`config.mk`:
```
export PLATFORM = sky130hd
export DESIGN_NAME = intr_sequencer
export DESIGN_NICKNAME = d
export VERILOG_FILES = /design/src/rtl/intr_pkg.sv /design/src/rtl/intr_prio_enc.sv /design/src/rtl/intr_sequencer.sv
export SDC_FILE = /design/constraint.sdc
export NUM_CORES = 1
export LEC_CHECK = 0
export CORE_ASPECT_RATIO = 0.9
export CORE_MARGIN = 5
export CORE_UTILIZATION = 36
export CTS_BUF_LIST = sky130_fd_sc_hd__clkbuf_16
export DETAILED_ROUTE_END_ITERATION = 12
export PLACE_DENSITY = 0.87
export SYNTH_ARGS = -nofsm -noshare
export SYNTH_HDL_FRONTEND = slang
export SYNTH_SLANG_ARGS = --single-unit
export TNS_END_PERCENT = 5
```
`constraint.sdc`:
```
create_clock -name i_clk -period 5 [get_ports i_clk]
set_input_delay 1 -clock i_clk [delete_from_list [all_inputs] [get_ports i_clk]]
set_output_delay 1 -clock i_clk [all_outputs]
set_load 0.01 [all_outputs]
```
`src/rtl/intr_pkg.sv`:
```
// Shared constants for the interrupt sequencer: source slots, exception codes,
// MSR bit positions (big-endian numbering) and FSM state encoding.
package intr_pkg;

  localparam int NUM_SRC = 8;

  localparam int SRC_DSI  = 0;
  localparam int SRC_ISI  = 1;
  localparam int SRC_ITLB = 2;
  localparam int SRC_DTLB = 3;
  localparam int SRC_DEV0 = 4;
  localparam int SRC_DEV1 = 5;
  localparam int SRC_PROG = 6;
  localparam int SRC_SC   = 7;

  localparam logic [3:0] EXC_DEV0 = 4'd0;
  localparam logic [3:0] EXC_DSI  = 4'd2;
  localparam logic [3:0] EXC_ISI  = 4'd3;
  localparam logic [3:0] EXC_DEV1 = 4'd4;
  localparam logic [3:0] EXC_PROG = 4'd6;
  localparam logic [3:0] EXC_SC   = 4'd8;
  localparam logic [3:0] EXC_DTLB = 4'd13;
  localparam logic [3:0] EXC_ITLB = 4'd14;

  // Bit indices into an MSR declared [0:31]
  localparam int MSR_CE = 14;
  localparam int MSR_EE = 16;
  localparam int MSR_PR = 17;

  localparam logic [31:0] MSR_ENTRY_MASK = 32'h0002_C000;

  typedef enum logic [1:0] {
    ST_IDLE,
    ST_REQ,
    ST_SAVE,
    ST_RELEASE
  } state_e;

endpackage

```
`src/rtl/intr_prio_enc.sv`:
```
// Combinational gated priority encoder: masks DEV0/DEV1 by MSR CE/EE and picks
// the highest-priority remaining request as code plus one-hot winner.
module intr_prio_enc
  import intr_pkg::*;
(
  input  logic [NUM_SRC-1:0] i_req,
  input  logic [0:31]        i_msr,
  output logic               o_any,
  output logic [3:0]         o_code,
  output logic [NUM_SRC-1:0] o_win
);

  logic [NUM_SRC-1:0] w_gated;
  logic               w_unused_msr;

  assign w_unused_msr = ^{i_msr[0:13], i_msr[15], i_msr[17:31]};

  always_comb begin
    w_gated           = i_req;
    w_gated[SRC_DEV0] = i_req[SRC_DEV0] & i_msr[MSR_CE];
    w_gated[SRC_DEV1] = i_req[SRC_DEV1] & i_msr[MSR_EE];
  end

  // Highest first: ITLB, ISI, PROG, SC, DTLB, DSI, DEV0, DEV1
  always_comb begin
    o_any  = |w_gated;
    o_code = EXC_DEV0;
    o_win  = '0;
    if (w_gated[SRC_ITLB]) begin
      o_code = EXC_ITLB;
      o_win[SRC_ITLB] = 1'b1;
    end else if (w_gated[SRC_ISI]) begin
      o_code = EXC_ISI;
      o_win[SRC_ISI] = 1'b1;
    end else if (w_gated[SRC_PROG]) begin
      o_code = EXC_PROG;
      o_win[SRC_PROG] = 1'b1;
    end else if (w_gated[SRC_SC]) begin
      o_code = EXC_SC;
      o_win[SRC_SC] = 1'b1;
    end else if (w_gated[SRC_DTLB]) begin
      o_code = EXC_DTLB;
      o_win[SRC_DTLB] = 1'b1;
    end else if (w_gated[SRC_DSI]) begin
      o_code = EXC_DSI;
      o_win[SRC_DSI] = 1'b1;
    end else if (w_gated[SRC_DEV0]) begin
      o_code = EXC_DEV0;
      o_win[SRC_DEV0] = 1'b1;
    end else if (w_gated[SRC_DEV1]) begin
      o_code = EXC_DEV1;
      o_win[SRC_DEV1] = 1'b1;
    end
  end

endmodule

```
`src/rtl/intr_sequencer.sv`:
```
// Interrupt entry sequencer: arbitrates exception sources, presents the winner
// to the CU, then emits the SRR0/SRR1/MSR save strobes and the source ack.
module intr_sequencer
  import intr_pkg::*;
#(
  parameter int PC_W = 32
) (
  input  logic            i_clk,
  input  logic            i_rst_n,
  input  logic            i_dsi_req,
  input  logic            i_isi_req,
  input  logic            i_itlb_req,
  input  logic            i_dtlb_req,
  input  logic            i_dev0_req,
  input  logic            i_dev1_req,
  input  logic            i_prog_err_req,
  input  logic            i_sc_req,
  output logic            o_dsi_ack,
  output logic            o_isi_ack,
  output logic            o_itlb_ack,
  output logic            o_dtlb_ack,
  output logic            o_dev0_ack,
  output logic            o_dev1_ack,
  output logic            o_prog_err_ack,
  output logic            o_sc_ack,
  input  logic [0:31]     i_msr,
  input  logic [PC_W-1:0] i_ivpr,
  output logic [3:0]      o_ivor_idx,
  input  logic [PC_W-1:0] i_ivor_rd,
  input  logic [PC_W-1:0] i_pc,
  output logic            o_excep_valid,
  output logic [3:0]      o_excep_code,
  output logic [PC_W-1:0] o_intr_entry_addr,
  input  logic            i_cu_ack,
  output logic            o_srr0_wr,
  output logic            o_srr1_wr,
  output logic            o_msr_wr,
  output logic [PC_W-1:0] o_srr0_wd,
  output logic [31:0]     o_srr1_wd,
  output logic [31:0]     o_msr_wd,
  output logic            o_busy
);

  state_e             r_state;
  state_e             w_next;
  logic [NUM_SRC-1:0] w_req;
  logic [NUM_SRC-1:0] w_win;
  logic [NUM_SRC-1:0] r_win;
  logic [NUM_SRC-1:0] w_ack;
  logic               w_any;
  logic [3:0]         w_code;
  logic [3:0]         r_code;
  logic [PC_W-1:0]    r_pc;
  logic               w_save;
  logic               w_unused;

  assign w_req = {i_sc_req, i_prog_err_req, i_dev1_req, i_dev0_req,
                  i_dtlb_req, i_itlb_req, i_isi_req, i_dsi_req};

  assign w_unused = ^{i_ivpr[15:0], i_ivor_rd[PC_W-1:16], i_ivor_rd[3:0]};

  intr_prio_enc u_prio_enc (
    .i_req  (w_req),
    .i_msr  (i_msr),
    .o_any  (w_any),
    .o_code (w_code),
    .o_win  (w_win)
  );

  // Winner and pc are captured only on the IDLE->REQ transition so later
  // requests or pc changes cannot disturb an exception already in flight.
  always_ff @(posedge i_clk or negedge i_rst_n) begin
    if (!i_rst_n) begin
      r_state <= ST_IDLE;
      r_code  <= '0;
      r_win   <= '0;
      r_pc    <= '0;
    end else begin
      r_state <= w_next;
      if (r_state == ST_IDLE && w_any) begin
        r_code <= w_code;
        r_win  <= w_win;
        r_pc   <= i_pc;
      end
    end
  end

  always_comb begin
    w_next = r_state;
    case (r_state)
      ST_IDLE:    if (w_any) w_next = ST_REQ;
      ST_REQ:     if (i_cu_ack) w_next = ST_SAVE;
      ST_SAVE:    w_next = ST_RELEASE;
      ST_RELEASE: if ((w_req & r_win) == '0) w_next = ST_IDLE;
      default:    w_next = ST_IDLE;
    endcase
  end

  assign w_save = (r_state == ST_SAVE);
  assign w_ack  = w_save ? r_win : '0;

  assign {o_sc_ack, o_prog_err_ack, o_dev1_ack, o_dev0_ack,
          o_dtlb_ack, o_itlb_ack, o_isi_ack, o_dsi_ack} = w_ack;

  assign o_busy        = (r_state != ST_IDLE);
  assign o_excep_valid = (r_state == ST_REQ);
  assign o_excep_code  = r_code;
  assign o_ivor_idx    = r_code;

  assign o_intr_entry_addr = o_excep_valid ?
                             {i_ivpr[PC_W-1:16], i_ivor_rd[15:4], 4'b0000} : '0;

  // System call returns past the sc instruction; everything else re-executes
  assign o_srr0_wr = w_save;
  assign o_srr1_wr = w_save;
  assign o_msr_wr  = w_save;
  assign o_srr0_wd = !w_save ? '0 :
                     (r_code == EXC_SC) ? r_pc + PC_W'(4) : r_pc;
  assign o_srr1_wd = w_save ? i_msr : '0;
  assign o_msr_wd  = w_save ? (i_msr & ~MSR_ENTRY_MASK) : '0;

endmodule

```
==> reports/results.ini, run 1 <==
[timing]
rsz0062_at_grt=false
fin_crit_ns=4.301
fin_ws_ns=0.6989
setup_violations=0
fin_crit_sh=0.8602
slew_headroom=0.2876
worstMarginPinSlew_ns=1.069
maxSlewViolCount=0
fmax_ghz=0.2325
fin_skew_ns=0.004312
hold_viol_final=0
fin_tns_setup_ns=0

[flow_run]
cap_violations=0

[critical_path]
cp_num_buf_inv=1
critPathKind=flop to primary output
crit_path_max_incr_delay_ns=0.78
worst-path-max-fanout=9
end_kind=primary output
cpLargestDelayFamily=simple AND/OR/NAND/NOR gates
cp.required_ns=4.00
cp_cell_sequence=or4b_1 -> or4_1 -> nor4_4 -> mux2i_1 -> clkdlybuf4s50_1
startpoint_type=flop
critPathSlowestCell=or4_1
worstPathArrival_ns=3.30

[drt]
routed_wl_um=12240
via_per_inst=5.011
dr.max_layer_used=met4
drt-wirelength-per-cell_um=16.49
drt-met1-wl_um=4682
route.met2.wl_um=6267
wl_met3_um=1064
drc=0
drt_iter0_drc=248
drtPass1Iterations=4
ant_nets=0
num_vias=3718

[yosys]
postSynthCellCount=420
synth_area_leaders=dfrtp_1 (32%), and2_1 (12%), mux2_2 (10%)
synthesis.area_mm2=0.003615
netlist.area_leader.share=0.3184
synth_area_per_cell_um2=8.606
ys.flop_type=dfrtp_1
ys_types=43
ys_top_cells_by_count=and2_1 (72), dfrtp_1 (46), buf_4 (42), nand2_1 (38), mux2_2 (33)
ys_warn_count=0
synth.yosys.seq_area_share=0.3184
ys_async_sr_fraction=1.000
synth_edf_count=0
synth_most_common_cell=and2_1
ys_ff_latch=46
yosysTopAreaCell=dfrtp_1

[hold_path]
hold_class=flop to flop

[grt]
grt_pass1_vias=3797
grtUsageTotal=0.1903
grt_max_degree=70
grt_overflow=0
grt_antenna_before_repair=0
grt_pass1_wl_um=18940

[power]
leakage_nw=2.346
power_density_mw_per_mm2=505.8
worst_ir_drop_vdd_mv=0.3332

[cells_and_area]
nNetsFinal=760
antenna_cells=0
drive_gt1_frac=0.07792
finalNonFillerCells=742
area.growth.synth_to_final_pct=66.67

[clocking]
insertion_delay_ns=0.28
cts_buffers=5
cts_buffer_depth=2
cts.htree.levels=2
cts-hold-fix-buffers=0
cts_setup_buffers=0
numClockSinks=46
path_clk_slew_ns=0.06
cts_tree=yes
cts_resized=0
root_buffer=clkbuf_16

[placed_design]
port_buffers=244
pre_cts_slack_ns=0.9620
routabilityCongestion=0.8746
placedCellCount=735
place_hpwl_um=9634

[floorplanning]
core_area_mm2=0.009742
io_pins=288
core.rowCount=34
die_h_um=105.1
die_area_mm2=0.01215
die_w_um=115.6
initial_core_util=0.3711

[run_status]
status=finished clean

## stage by stage
step	hold slack, ns	total power, mW	utilization	area [um2]
CTS	0.4973	3.088	0.6184	6025
global route	0.5202	3.271	0.6184	6025
global placement	0.4767	2.653	0.6021	5866
finish	0.4966	3.047	0.6184	6025
detailed placement	0.4817	2.709	0.6021	5866
floorplan	0.4538	1.814	-	3637
## layout by cell type (no fill, tap or decap), types with 2 or more instances in the layout
cell type and count:
clkdlybuf4s50_1 243, and2_1 72, dfrtp_1 46, nand2_1 38
mux2_2 33, a21oi_1 16, nand3_1 15, nor2_1 14
inv_1 12, nand2b_1 12, o21ai_0 11, or3_1 10
nand4_1 8, mux2i_1 8, o41ai_1 7, conb_1 7
nor4_1 5, xor2_1 5, clkbuf_16 5, o311ai_1 4
a22oi_1 4, ha_1 4, buf_4 4, and4_1 3
nor3_1 3, or4_1 3, xnor2_1 3, a21o_1 2
clkinv_1 2, o311ai_0 2
## where the power goes
group	internal, mW	leakage, nW	switching [mW]
Clock	0.231	0.0773	0.132
Sequential	0.552	0.554	0.202
Combinational	1.08	1.72	0.850
Total	1.86	2.35	1.18
## final timing paths
check	start	end	slack, ns	cells after the start
worst max register to register	r_state[0]	r_pc[8]	2.99	5
worst max-delay path	o_excep_code[1]	o_srr0_wd[31]	0.70	5
max in group asynchronous	i_rst_n	r_pc[19]	3.43	1
worst min register to register	r_win[6]	r_win[6]	0.50	2
worst min-delay path	r_win[6]	r_win[6]	0.50	2
min in group asynchronous	i_rst_n	r_pc[2]	0.92	1
## state kept, by name (all words and copies together) (netlist names)
name	count
r_state	2
r_pc	32
o_excep_code	4
r_win	8
## kinds of logic after synthesis
logic type               share of synthesized area
adder cells (fa/ha/maj)                    0.01731
flip-flops                                  0.3184
XOR/XNOR                                   0.01938
buffers and inverters                       0.1270
other                                     0.001037
AND/OR/NAND/NOR                             0.2942
AO/OA/AOI/OAI                              0.09761
multiplexers                                0.1250
## per-layer routing
layer,track usage,vias up
li1,-,1798
met2,0.3417,176
met4,0.04805,0
met3,0.05260,16
met5,0,-
met1,0.2219,1728
## layout make-up
| cell class | instances | area [um2] |
|---|---|---|
| Tap cell | 126 | 157.7 |
| Inverter | 13 | 48.80 |
| Fill cell | 817 | 3717 |
| Timing Repair Buffer | 248 | 2467 |
| Sequential cell | 46 | 1151 |
| Clock inverter | 2 | 33.78 |
| Clock buffer | 5 | 125.1 |
| Multi-Input combinational cell | 302 | 2041 |
## worst reg2reg max path: cells and delay by family, from the launching register on
family,cells,cell delay [ns]
AOI/OAI and AO/OA,1,0.13
adders and majority gates,1,0.36
buffers and inverters,2,0.61
DFF,1,0.37
muxes,1,0.42
No activity file was read; power rests on OpenSTA's default activity.
==> inputs of run 2 (changes only) <==
Settings changed: GPL_ROUTABILITY_DRIVEN set to 0.
==> run 2 against run 1 <==
Against the previous run: power rose by 0.31%; register-to-register slack worse by 0.04 ns; sequential share of layout area about the same; first-iteration DRC count rose by 19%; critical path type unchanged.
==> reports/results.ini, run 2 (same netlist as run 1, synthesis figures left out) <==
[clocking]
cts.htree.levels=2  ; unchanged
cts_setup_buffers=0  ; unchanged
path_clk_slew_ns=0.06  ; about the same
cts_buffers=5  ; unchanged
cts_tree=yes  ; unchanged
root_buffer=clkbuf_16  ; unchanged
cts_resized=0  ; unchanged
cts-hold-fix-buffers=0  ; unchanged
numClockSinks=46  ; unchanged
cts_buffer_depth=2  ; unchanged
insertion_delay_ns=0.28  ; about the same

[cells_and_area]
drive_gt1_frac=0.07780  ; was 0.07792
fillers=802  ; was 817
layout_common_cells=clkdlybuf4s50_1 (243), and2_1 (72), dfrtp_1 (46), nand2_1 (38), mux2_2 (33)  ; unchanged
area.growth.synth_to_final_pct=66.77  ; was 66.67%
largest_reg_flops=32  ; unchanged
fin_area_mm2=0.006028  ; was 0.006025 mm2
final_common_cell=clkdlybuf4s50_1  ; unchanged
antenna_cells=0  ; unchanged
top_register=r_pc  ; unchanged
nNetsFinal=760  ; unchanged

[floorplanning]
io_pins=288  ; unchanged
die_w_um=115.6  ; unchanged
die_area_mm2=0.01215  ; unchanged
initial_core_util=0.3711  ; unchanged
die_h_um=105.1  ; unchanged
core.rowCount=34  ; unchanged
core_area_mm2=0.009742  ; unchanged

[flow_run]
cap_violations=0  ; unchanged

[drt]
via_per_inst=5.062  ; was 5.011
drt-met1-wl_um=4794  ; was 4682 um
drt-wirelength-per-cell_um=16.60  ; was 16.49 um
ant_nets=0  ; unchanged
drc=0  ; unchanged
num_vias=3761  ; was 3,718
wl_met3_um=1016  ; was 1064 um
drt_iter0_drc=294  ; was 248
drtPass1Iterations=4  ; unchanged
dr.max_layer_used=met4  ; unchanged
routed_wl_um=12340  ; was 12,240 um
route.met2.wl_um=6336  ; was 6267 um

[critical_path]
crit_path_start=o_excep_code[1]  ; unchanged
critPathKind=flop to primary output  ; unchanged
startpoint_type=flop  ; unchanged
endpoint=o_srr0_wd[29]  ; was o_srr0_wd[31]
r2r_start=r_state[0]  ; unchanged
worstPathArrival_ns=3.30  ; about the same
reg2regPathDepth=5  ; unchanged
end_kind=primary output  ; unchanged
rr_endpoint=r_pc[12]  ; was r_pc[8]
cp.required_ns=4.00  ; about the same
rrSetupSlack_ns=2.95  ; was 2.99 ns
worst-path-max-fanout=9  ; unchanged

[timing]
fin_tns_setup_ns=0  ; unchanged
worstMarginPinSlew_ns=1.068  ; was 1.069 ns
slew_headroom=0.2881  ; was 0.2876
rsz0062_at_grt=false  ; unchanged
setup_violations=0  ; unchanged
fmax_ghz=0.2326  ; was 0.2325 GHz
fin_crit_ns=4.300  ; was 4.301 ns
maxSlewViolCount=0  ; unchanged
fin_skew_ns=0.002803  ; was 0.004312 ns
fin_crit_sh=0.8599  ; was 0.8602
hold_viol_final=0  ; unchanged

[grt]
grt_pass1_wl_um=19080  ; was 18,940 um
grtUsageTotal=0.1914  ; was 0.1903
grt_max_degree=70  ; unchanged
grt_antenna_before_repair=0  ; unchanged
grt_pass1_vias=3860  ; was 3,797
grt_overflow=0  ; unchanged

[placed_design]
port_buffers=244  ; unchanged
place_hpwl_um=9747  ; was 9634 um
placed_area_mm2=0.005866  ; unchanged

[power]
leakage_nw=2.356  ; was 2.346 nW
worst_ir_drop_vdd_mv=0.3131  ; was 0.3332 mV
power_density_mw_per_mm2=507.1  ; was 505.8 mW/mm2

[run_status]
status=finished clean  ; unchanged

[hold_path]
hold_class=flop to flop  ; unchanged

==> run 2: changes by cell type in the layout (fill, tap and decap cells not counted), sizes merged <==
cell    delta
inv        +2
clkinv     -1
==> run 2: how the worst min path moves through the flow <==
stage / cells after the start / to / slack (ns) / startpoint
after floorplan: 2 / r_win[0] / 0.45 / r_win[0]
after global placement: 2 / r_win[0] / 0.48 / r_win[0]
after detailed placement: 2 / r_win[6] / 0.48 / r_win[6]
after CTS: 2 / r_win[6] / 0.50 / r_win[6]
after global routing: 1 / r_pc[1] / 0.52 / r_pc[1]
final: 2 / r_win[0] / 0.50 / r_win[0]
==> run 2: final cells by class <==
| type | count | area, um2 | share of cell area |
|---|---|---|---|
| timing repair buffer | 248 | 2467 | 0.4093 |
| multi-input combinational | 302 | 2041 | 0.3385 |
| sequential | 46 | 1151 | 0.1909 |
| tap | 126 | 157.7 | 0.02615 |
| clock buffer | 5 | 125.1 | 0.02076 |
| inverter | 13 | 48.80 | 0.008095 |
| clock inverter | 3 | 37.54 | 0.006227 |
==> run 2: power by group <==
group | switching, mW | internal, mW | leakage, nW
clock | 0.135 | 0.232 | 0.0864
sequential | 0.207 | 0.552 | 0.554
combinational | 0.850 | 1.08 | 1.72
==> run 2: worst max-delay path, cell delays in order, from the launching register on <==
cell and delay, ns:
dfrtp_1 0.42, or4b_1 0.71, or4_1 0.77, o41ai_1 0.49
clkdlybuf4s50_1 0.62
==> run 2: routing by layer <==
metal	GRT usage	vias up
li1	-	1792
met5	0	-
met3	0.04682	16
met4	0.04308	0
met1	0.2240	1769
met2	0.3500	184
==> run 2: through the flow <==
step                      setup WS, ns  power [mW]  instances    util  hold slack [ns]
final                           0.7003       3.057        743  0.6188           0.4973
after global placement           1.012       2.652        735  0.6021           0.4774
after global routing            0.5754       3.285        743  0.6188           0.5204
after floorplan                  1.733       1.814        426       -           0.4538
after CTS                       0.6945       3.097        743  0.6188           0.4967
after detailed placement         1.009       2.715        735  0.6021           0.4795
==> inputs of run 3 (changes only) <==
Settings changed: CORE_UTILIZATION 36 to 31, PLACE_DENSITY 0.87 to 0.79.
Clock period 5 ns to 3.8 ns, I/O delays scaled along.
==> run 3 against run 2 <==
Against the previous run: hold slack improved by 0.0036 ns; core utilization decreased by 8.0 points; clock skew increased by 0.0016 ns; final cell count increased by 5.0%; sequential share of layout area decreased by 0.40 points; design area increased by 2.1%; global-route usage decreased by 2.1 points; non-clock buffer count increased by 8; critical endpoint is now o_srr0_wd[18].
==> reports/results.ini, run 3 (same netlist as run 1, synthesis figures left out) <==
[cells_and_area]
fin_util=0.5385  ; was 0.6188
largest_reg_flops=32  ; unchanged
final_common_cell=clkdlybuf4s50_1  ; unchanged
antenna_cells=0  ; unchanged
fin_area_mm2=0.006157  ; was 0.006028 mm2
fillers=1066  ; was 802
multiInputGateArea_mm2=0.002067  ; was 0.002041 mm2
top_register=r_pc  ; unchanged
drive_gt1_frac=0.09776  ; was 0.07780
seqCellArea_mm2=0.001151  ; unchanged
area.growth.synth_to_final_pct=70.34  ; was 66.77%
nNetsFinal=768  ; was 760
layout_common_cells=clkdlybuf4s50_1 (238), and2_1 (72), dfrtp_1 (46), nand2_1 (38), mux2_2 (33)  ; was clkdlybuf4s50_1 (243), and2_1 (72), dfrtp_1 (46), nand2_1 (38), mux2_2 (33)

[clocking]
cts_buffer_depth=2  ; unchanged
insertion_delay_ns=0.28  ; about the same
cts_tree=yes  ; unchanged
cts_setup_buffers=0  ; unchanged
root_buffer=clkbuf_16  ; unchanged
path_clk_slew_ns=0.06  ; about the same
cts_buffers=5  ; unchanged
numClockSinks=46  ; unchanged
cts.htree.levels=2  ; unchanged

[timing]
slew_headroom=0.2783  ; was 0.2881
fin_crit_sh=0.9670
fmax_ghz=0.2721
maxSlewViolCount=0  ; unchanged
hold_viol_final=0  ; unchanged
rsz0062_at_grt=true  ; was false
fin_crit_ns=3.675
fin_tns_setup_ns=0  ; unchanged
worstMarginPinSlew_ns=1.083  ; was 1.068 ns
setup_violations=0  ; unchanged
fin_skew_ns=0.004438  ; was 0.002803 ns
fin_ws_ns=0.1254  ; was 0.7003 ns

[power]
power_density_mw_per_mm2=660.8  ; was 507.1 mW/mm2
finalPower_mw=4.069  ; was 3.057 mW
worst_ir_drop_vdd_mv=0.3505  ; was 0.3131 mV
leakage_nw=2.463  ; was 2.356 nW

[placed_design]
placed_area_mm2=0.005963  ; was 0.005866 mm2
pre_cts_slack_ns=0.2047  ; was 1.009 ns
place_hpwl_um=9993  ; was 9747 um
port_buffers=244  ; unchanged

[floorplanning]
initial_core_util=0.3161  ; was 0.3711
die_w_um=123.8  ; was 115.6 um
die_h_um=112.4  ; was 105.1 um
core_area_mm2=0.01143  ; was 0.009742 mm2
io_pins=288  ; unchanged
core.rowCount=37  ; was 34
die_area_mm2=0.01392  ; was 0.01215 mm2

[grt]
grt_antenna_before_repair=0  ; unchanged
grtUsageTotal=0.1707  ; was 0.1914
grt_pass1_wl_um=19510  ; was 19,080 um
grt_overflow=0  ; unchanged
grt_pass1_vias=3930  ; was 3,860
grt_max_degree=47  ; was 70

[drt]
ant_nets=0  ; unchanged
drtPass1Iterations=4  ; unchanged
via_per_inst=4.817  ; was 5.062
routed_wl_um=12580  ; was 12,340 um
drt_iter0_drc=242  ; was 294
drc=0  ; unchanged
drt-wirelength-per-cell_um=16.13  ; was 16.60 um
num_vias=3757  ; was 3,761

[run_status]
status=finished clean  ; unchanged

[hold_path]
hold_class=flop to flop  ; unchanged
hp-start=r_win[4]  ; was r_win[0]

[critical_path]
cp.required_ns=3.04  ; was 4.00 ns
startpoint_type=flop  ; unchanged
worst-path-max-fanout=6  ; was 9
end_kind=primary output  ; unchanged
worstPathArrival_ns=2.91  ; was 3.30 ns
crit_path_start=o_excep_code[2]  ; was o_excep_code[1]
critPathKind=flop to primary output  ; unchanged
r2r_start=r_state[1]  ; was r_state[0]

[flow_run]
cap_violations=0  ; unchanged

-- run 3: timing repair --
| action | CTS | global route |
|---|---|---|
| endpoints found under the setup margin | 8 | 11 |
| cloned | 0 | 0 |
| hold buffers | 0 | 0 |
| resized for setup | 2 | 8 |
| endpoints found under the hold margin | 0 | 0 |
-- run 3: worst paths after layout --
check | endpoint | slack (ns) | depth (start not counted)
hold reg to reg | r_win[4] | 0.50 | 2
max in group asynchronous | r_pc[15] | 2.45 | 1
setup reg to reg | r_state[1] | 1.85 | 4
hold / removal | r_win[4] | 0.50 | 2
min in group asynchronous | r_pc[1] | 0.68 | 1
setup / recovery | o_srr0_wd[18] | 0.13 | 5
-- run 3: routing by layer --
metal  GRT usage  vias up  wire length (um)
met1      0.2018     1756              4806
met5           0        -                 0
li1            -     1803                 -
met4     0.03100        0                57
met2      0.3128      191              6661
met3     0.04030        7              1054
-- run 3: per-stage QoR --
stage | hold slack, ns | cells
3_5_place_dp | 0.4839 | 773
3_3_place_gp | 0.4809 | 773
5_1_grt | 0.5250 | 780
6_report | 0.5008 | 780
2_1_floorplan | 0.4538 | 426
4_1_cts | 0.4987 | 780
-- run 3: critical path, stage by stage, from the launching register on --
cell	delay, ns
dfrtp_1	0.43
or4b_4	0.56
or4_1	0.57
or3_1	0.33
a21oi_1	0.17
clkdlybuf4s50_1	0.57
-- run 3: area by class of cell --
| class | instances | share of cell area |
|---|---|---|
| inverters | 13 | 0.007925 |
| repair buffers | 256 | 0.4119 |
| clock inverters | 2 | 0.005487 |
| multi-input cells | 302 | 0.3357 |
| well taps | 156 | 0.03170 |
| flip-flops and latches | 46 | 0.1870 |
| clock buffers | 5 | 0.02032 |
-- run 3: power breakdown --
group | internal (mW) | switching [mW]
Sequential | 0.726 | 0.257
Combinational | 1.45 | 1.15
Clock | 0.304 | 0.177
